===== src/rtl/axi_pkg.sv =====
// rtl/axi_pkg.sv - shared AXI encodings, widths and write-slave FSM states
// Purpose: burst/response encodings and channel field widths shared by the
// AXI RAM write slave and its address generator (also usable by read slaves).
// Ports: none (package).
package axi_pkg;

  localparam int AXI_LEN_W   = 8;
  localparam int AXI_SIZE_W  = 3;
  localparam int AXI_BURST_W = 2;
  localparam int AXI_RESP_W  = 2;

  typedef enum logic [AXI_BURST_W-1:0] {
    BURST_FIXED = 2'd0,
    BURST_INCR  = 2'd1,
    BURST_WRAP  = 2'd2,
    BURST_RSVD  = 2'd3
  } axi_burst_e;

  typedef enum logic [AXI_RESP_W-1:0] {
    RESP_OKAY   = 2'd0,
    RESP_EXOKAY = 2'd1,
    RESP_SLVERR = 2'd2,
    RESP_DECERR = 2'd3
  } axi_resp_e;

  typedef enum logic [1:0] {
    ST_IDLE = 2'd0,
    ST_DATA = 2'd1,
    ST_RESP = 2'd2
  } wr_state_e;

endpackage


===== src/rtl/axi_burst_addr_gen.sv =====
// rtl/axi_burst_addr_gen.sv - combinational AXI next-beat address generator
// Purpose: given the current beat address and the burst attributes, produce
// the address of the following beat (FIXED / INCR / WRAP; reserved = INCR).
// Ports:
//   addr_i      current beat byte address
//   size_i      log2 bytes per beat
//   len_i       beats minus one (sets the WRAP container size)
//   burst_i     burst type
//   next_addr_o next beat byte address
module axi_burst_addr_gen
  import axi_pkg::*;
#(
  parameter int ADDR_WIDTH = 32
) (
  input  logic [ADDR_WIDTH-1:0]  addr_i,
  input  logic [AXI_SIZE_W-1:0]  size_i,
  input  logic [AXI_LEN_W-1:0]   len_i,
  input  logic [AXI_BURST_W-1:0] burst_i,
  output logic [ADDR_WIDTH-1:0]  next_addr_o
);

  logic [ADDR_WIDTH-1:0] incr;
  logic [ADDR_WIDTH-1:0] size_mask;
  logic [ADDR_WIDTH-1:0] cont_mask;

  always_comb begin
    incr      = ADDR_WIDTH'(1) << size_i;
    size_mask = incr - ADDR_WIDTH'(1);
    // WRAP container is (len+1) beats of 2^size bytes
    cont_mask = ((ADDR_WIDTH'(len_i) + ADDR_WIDTH'(1)) << size_i) - ADDR_WIDTH'(1);
    case (axi_burst_e'(burst_i))
      BURST_FIXED: next_addr_o = addr_i;
      BURST_WRAP:  next_addr_o = (addr_i & ~cont_mask) | ((addr_i + incr) & cont_mask);
      // INCR and reserved: align the current beat down to size, then step
      default:     next_addr_o = (addr_i & ~size_mask) + incr;
    endcase
  end

endmodule


===== src/rtl/axi_ram_wr.sv =====
// rtl/axi_ram_wr.sv - AXI4 write-channel slave driving a synchronous RAM write port
// Purpose: accepts one AW/W burst at a time, turns every accepted W beat into
// a zero-latency byte-strobed RAM write, and returns one B response per burst.
// Optional error checking (SLVERR/DECERR, suppressed writes) is enabled by
// defining AXI_RAM_WR_ERRCHK_EN; without it bresp is always OKAY.
// Ports:
//   clk, rst              clock, synchronous active-high reset
//   axi_slv_aw*           write address channel (id, addr, len, size, burst)
//   axi_slv_w*            write data channel (data, strb, last)
//   axi_slv_b*            write response channel (id, resp)
//   mem_we/addr/wdata/wstrb  RAM write port (word address, byte enables)
module axi_ram_wr
  import axi_pkg::*;
#(
  parameter int ADDR_WIDTH = 32,
  parameter int DATA_WIDTH = 32,
  parameter int ID_WIDTH   = 4,
  parameter int MEM_DEPTH  = 1024
) (
  input  logic                         clk,
  input  logic                         rst,
  input  logic                         axi_slv_awvalid,
  output logic                         axi_slv_awready,
  input  logic [ID_WIDTH-1:0]          axi_slv_awid,
  input  logic [ADDR_WIDTH-1:0]        axi_slv_awaddr,
  input  logic [AXI_LEN_W-1:0]         axi_slv_awlen,
  input  logic [AXI_SIZE_W-1:0]        axi_slv_awsize,
  input  logic [AXI_BURST_W-1:0]       axi_slv_awburst,
  input  logic                         axi_slv_wvalid,
  output logic                         axi_slv_wready,
  input  logic [DATA_WIDTH-1:0]        axi_slv_wdata,
  input  logic [DATA_WIDTH/8-1:0]      axi_slv_wstrb,
  input  logic                         axi_slv_wlast,
  output logic                         axi_slv_bvalid,
  input  logic                         axi_slv_bready,
  output logic [ID_WIDTH-1:0]          axi_slv_bid,
  output logic [AXI_RESP_W-1:0]        axi_slv_bresp,
  output logic                         mem_we,
  output logic [$clog2(MEM_DEPTH)-1:0] mem_addr,
  output logic [DATA_WIDTH-1:0]        mem_wdata,
  output logic [DATA_WIDTH/8-1:0]      mem_wstrb
);

  localparam int OFFS   = $clog2(DATA_WIDTH/8);
  localparam int MEM_AW = $clog2(MEM_DEPTH);

  wr_state_e              state_q, state_d;
  logic [ID_WIDTH-1:0]    id_q, id_d;
  logic [ADDR_WIDTH-1:0]  addr_q, addr_d;
  logic [AXI_LEN_W-1:0]   len_q, len_d;
  logic [AXI_SIZE_W-1:0]  size_q, size_d;
  logic [AXI_BURST_W-1:0] burst_q, burst_d;
  logic [AXI_LEN_W-1:0]   beat_q, beat_d;
  logic [AXI_RESP_W-1:0]  resp_q, resp_d;
  logic [ADDR_WIDTH-1:0]  next_addr;
  logic                   beat_last;
  logic [AXI_RESP_W-1:0]  beat_resp;

  axi_burst_addr_gen #(
    .ADDR_WIDTH (ADDR_WIDTH)
  ) u_addr_gen (
    .addr_i      (addr_q),
    .size_i      (size_q),
    .len_i       (len_q),
    .burst_i     (burst_q),
    .next_addr_o (next_addr)
  );

  assign beat_last = (beat_q == len_q);

`ifdef AXI_RAM_WR_ERRCHK_EN
  localparam logic [ADDR_WIDTH:0] MEM_BYTES = (ADDR_WIDTH+1)'(MEM_DEPTH) << OFFS;

  logic cfg_err_q, cfg_err_d;
  logic beat_oor;
  logic last_mism;

  // Beat response: out-of-range beats dominate (DECERR encodes above SLVERR)
  always_comb begin
    beat_oor  = ({1'b0, addr_q} >= MEM_BYTES);
    last_mism = (axi_slv_wlast != beat_last);
    if (beat_oor)
      beat_resp = RESP_DECERR;
    else if (cfg_err_q || last_mism)
      beat_resp = RESP_SLVERR;
    else
      beat_resp = RESP_OKAY;
  end

  always_comb begin
    cfg_err_d = cfg_err_q;
    if (state_q == ST_IDLE && axi_slv_awvalid) begin
      cfg_err_d = (axi_slv_awburst == BURST_RSVD)
               || (axi_slv_awburst == BURST_WRAP
                   && !(axi_slv_awlen inside {8'd1, 8'd3, 8'd7, 8'd15}))
               || (axi_slv_awsize > AXI_SIZE_W'(OFFS));
    end
  end

  always_ff @(posedge clk) begin
    if (rst) cfg_err_q <= 1'b0;
    else     cfg_err_q <= cfg_err_d;
  end
`else
  assign beat_resp = RESP_OKAY;
`endif

  always_comb begin
    state_d         = state_q;
    id_d            = id_q;
    addr_d          = addr_q;
    len_d           = len_q;
    size_d          = size_q;
    burst_d         = burst_q;
    beat_d          = beat_q;
    resp_d          = resp_q;
    axi_slv_awready = 1'b0;
    axi_slv_wready  = 1'b0;
    axi_slv_bvalid  = 1'b0;
    mem_we          = 1'b0;
    case (state_q)
      ST_IDLE: begin
        axi_slv_awready = 1'b1;
        if (axi_slv_awvalid) begin
          id_d    = axi_slv_awid;
          addr_d  = axi_slv_awaddr;
          len_d   = axi_slv_awlen;
          size_d  = axi_slv_awsize;
          burst_d = axi_slv_awburst;
          beat_d  = '0;
          resp_d  = RESP_OKAY;
          state_d = ST_DATA;
        end
      end
      ST_DATA: begin
        axi_slv_wready = 1'b1;
        if (axi_slv_wvalid) begin
          mem_we = (beat_resp == RESP_OKAY);
          addr_d = next_addr;
          beat_d = beat_q + AXI_LEN_W'(1);
          // Response encodings are ordered by severity, so keep the maximum
          if (beat_resp > resp_q) resp_d = beat_resp;
          // A missing wlast still closes the burst at beat len
          if (axi_slv_wlast || beat_last) state_d = ST_RESP;
        end
      end
      ST_RESP: begin
        axi_slv_bvalid = 1'b1;
        if (axi_slv_bready) state_d = ST_IDLE;
      end
      default: state_d = ST_IDLE;
    endcase
  end

  assign axi_slv_bid   = id_q;
  assign axi_slv_bresp = resp_q;
  assign mem_addr      = addr_q[OFFS +: MEM_AW];
  assign mem_wdata     = axi_slv_wdata;
  assign mem_wstrb     = axi_slv_wstrb;

  always_ff @(posedge clk) begin
    if (rst) begin
      state_q <= ST_IDLE;
      id_q    <= '0;
      addr_q  <= '0;
      len_q   <= '0;
      size_q  <= '0;
      burst_q <= '0;
      beat_q  <= '0;
      resp_q  <= '0;
    end else begin
      state_q <= state_d;
      id_q    <= id_d;
      addr_q  <= addr_d;
      len_q   <= len_d;
      size_q  <= size_d;
      burst_q <= burst_d;
      beat_q  <= beat_d;
      resp_q  <= resp_d;
    end
  end

endmodule


===== config.mk =====
export PLATFORM = sky130hd
export DESIGN_NAME = axi_ram_wr
export DESIGN_NICKNAME = d
export VERILOG_FILES = /design/src/rtl/axi_pkg.sv /design/src/rtl/axi_burst_addr_gen.sv /design/src/rtl/axi_ram_wr.sv
export SDC_FILE = /design/constraint.sdc
export NUM_CORES = 1
export LEC_CHECK = 0
export ABC_AREA = 0
export ABC_CLOCK_PERIOD_IN_PS = 4700
export CORE_UTILIZATION = 60
export DETAILED_ROUTE_END_ITERATION = 12
export DONT_BUFFER_PORTS = 1
export PLACE_DENSITY = 0.76
export SLEW_MARGIN = 10
export SYNTH_ARGS = -nofsm -noshare
export SYNTH_HDL_FRONTEND = slang
export SYNTH_SLANG_ARGS = --single-unit

===== constraint.sdc =====
create_clock -name clk -period 4.7 [get_ports clk]
set_clock_uncertainty 0.15 [all_clocks]
set_input_delay 0.235 -clock clk [delete_from_list [all_inputs] [get_ports clk]]
set_output_delay 0.235 -clock clk [all_outputs]
set_load 0.02 [all_outputs]

==> run metrics <==
Final Setup Violations 0; CTS tree built; Max-cap violations 0; DRT antenna net count 0; Cells after Synth 602; largest net degree at the start of global routing 48; Worst Tran Pin Value 0.954 ns; clock tree buffer depth 2; CP Class reg2reg; setup bufs post-CTS 0; multi-input logic area 2880 um^2; DR pass1 iterations 5; met3 Usage GRT 5.81%; initial antenna violation count 0; Power Dens Cells 255 nW/um^2; syn_area_per_cell 7.09 um^2; first-pass GRT wire length 18.3 mm; hold_ws 0.0136 ns; slew margin rel. 36.4%; top_reg_cell synth dfxtp_1; H-Tree Depth 2; mapped cell area 4270 um^2; Fin Setup TNS 0 ns; crit path buf inv count 0; gp weighted congestion 0.910; top-area cell type share of the netlist area 18.3%; Critical-path top delay cell or4_1; Die Wd 86.4 um; Core Region 6830 um^2; Routed wire per std cell 17.4 um; Worst setup EP type register; Worst setup SP type register; distinct cell type count after synthesis 78; Root Buffer Master clkbuf_8; Die Ht 86.4 um; critical path fanouts, max 13; Rows 30; CTS clk-pin slew, worst paths 0.09 ns; GR Util met2 51.0%; Final Critical Period 3.70 ns; Slew Limit Fails 0; final critical-path share of the clock period 78.7%; min-delay worst type in2reg; grt met1 use 39.1%; GRT Overall Usage 30.6%; diodes inserted 0; sequential cell area 781 um^2; Hold Buf Count CTS 21; RSZ-0062 raised after global routing false; largest cells by area after synthesis dfxtp_1, buf_4, nand2_1, a21oi_1, xnor2_1; fill cell count 632; vias in the first global route 3984; Die Area 7460 um^2; Max VDD drop 0.193 mV; io pins 147; status complete, no violations; total congestion overflow 0; critical-path cell list or3_1, ha_1, nand2b_1, or4_1, a31oi_1, o21ai_0, a31oi_1, nand4_1, xnor2_1, a221oi_1, o21ai_1; Area Growth Syn to Fin -1.38%; warnings from Yosys 0; Leakage 1.53 nW; Crit path top cell by count a31oi_1; Layout Nets 655; cts bufs inserted 5; GRT Max-Usage Layer met2; most frequent cells after synthesis nand2_1, a21oi_1, buf_4; Port Buffer Count 0; Post-synth EDFFs 0; CP Data Required Time 4.74 ns; final hold vios 0; Vias/cell 6.48; violation count after the first detailed-route iteration 451; share of cells above drive strength 1 5.08%; cells resized by post-CTS repair 0; Crit path max-delay family simple AND/OR/NAND/NOR gates; drt drc 0; Post-DP HPWL 7.70 mm; Initial Util 62.5%; cell taking the most area after synthesis dfxtp_1; Post-Route WL 11.2 mm; slowest stage delay, CP 0.47 ns; sequential share of the synthesized area 18.3%; Post-synth ARST share 0%; Critical Path AT 3.73 ns; top-count cell post-synth nand2_1; Synth Register Bits 39; Worst-Skew Late Latency 0.31 ns; via count 4194; fmax 0.271 GHz; total power 1.07 mW; Sink Count 39
## power by group
part | switching [mW] | internal, mW
sequential | 0.0558 | 0.352
clock | 0.143 | 0.161
combinational | 0.221 | 0.141
total | 0.420 | 0.654
## stage by stage
step	instance area [um^2]	cells	worst slack, ns	util [%]
after floorplan	4270	603	1.06	-
after global placement	3870	618	1.17	56.7
after detailed placement	3870	618	1.09	56.7
after CTS	4210	647	1.06	61.6
after global routing	4210	647	0.812	61.6
final	4210	647	1.00	61.6
## cell families (layout without fill, tap and decap cells)
family / count (synthesis) / in the layout / synth area share, %
other: 1 / 2 / 0.0878
buffers and inverters: 103 / 51 / 14.4
adders and majority gates: 15 / 15 / 4.51
and+or+nand+nor: 237 / 237 / 27.5
AOI/OAI and AO/OA: 161 / 161 / 25.1
muxes: 8 / 8 / 2.26
xor gates and xnor gates: 38 / 38 / 7.79
DFF: 39 / 39 / 18.3
## worst paths after layout
check	startpoint	end	slack (ns)	depth (start not counted)
worst max-delay path	size_q[1]	register	1.00	11
worst min register to register	burst_q[0]	burst_q[0]	0.34	2
worst max register to register	size_q[1]	register	1.00	11
worst min-delay path	axi_slv_awaddr[6]	register	0.01	2
## layout by cell type, fill, tap and decap left out, types with 3 or more instances in the layout
| cell type | n |
|---|---|
| a32oi_1 | 3 |
| a31oi_1 | 8 |
| nand4_1 | 12 |
| nor2b_1 | 12 |
| clkbuf_8 | 5 |
| dfxtp_1 | 39 |
| a21o_1 | 9 |
| xnor2_1 | 25 |
| buf_4 | 4 |
| and3_1 | 6 |
| or3_1 | 6 |
| o21ai_0 | 29 |
| nand3b_1 | 4 |
| and2_1 | 3 |
| and3b_1 | 3 |
| ha_1 | 13 |
| o211ai_1 | 3 |
| mux2i_1 | 4 |
| o2111ai_1 | 3 |
| nand2_1 | 81 |
| o31ai_1 | 5 |
| nand3_1 | 19 |
| a22oi_1 | 3 |
| mux2_2 | 3 |
| nor3_1 | 19 |
| xor2_1 | 13 |
| inv_1 | 17 |
| o311ai_0 | 3 |
| a221oi_1 | 3 |
| o21ai_1 | 3 |
| nand2b_1 | 13 |
| a21oi_1 | 54 |
| a311oi_1 | 3 |
| nor2_1 | 47 |
| dlygate4sd3_1 | 20 |
| o21a_1 | 5 |
## layout make-up
type | instances | share of cell area (%)
well taps | 96 | 2.85
flip-flops and latches | 39 | 18.5
clock buffers | 5 | 1.63
clock inverters | 3 | 1.13
repair buffers | 25 | 5.94
multi-input cells | 461 | 68.3
inverters | 18 | 1.60
## metal layers
layer  wire (um)  up-vias  part of all wire, %
met5           0        -                    0
met4         278        0                  2.5
met3        1110       42                  9.9
met2        5190      216                   46
met1        4660     1944                   41
li1            -     1992                    -
No activity file was read; power rests on OpenSTA's default activity.
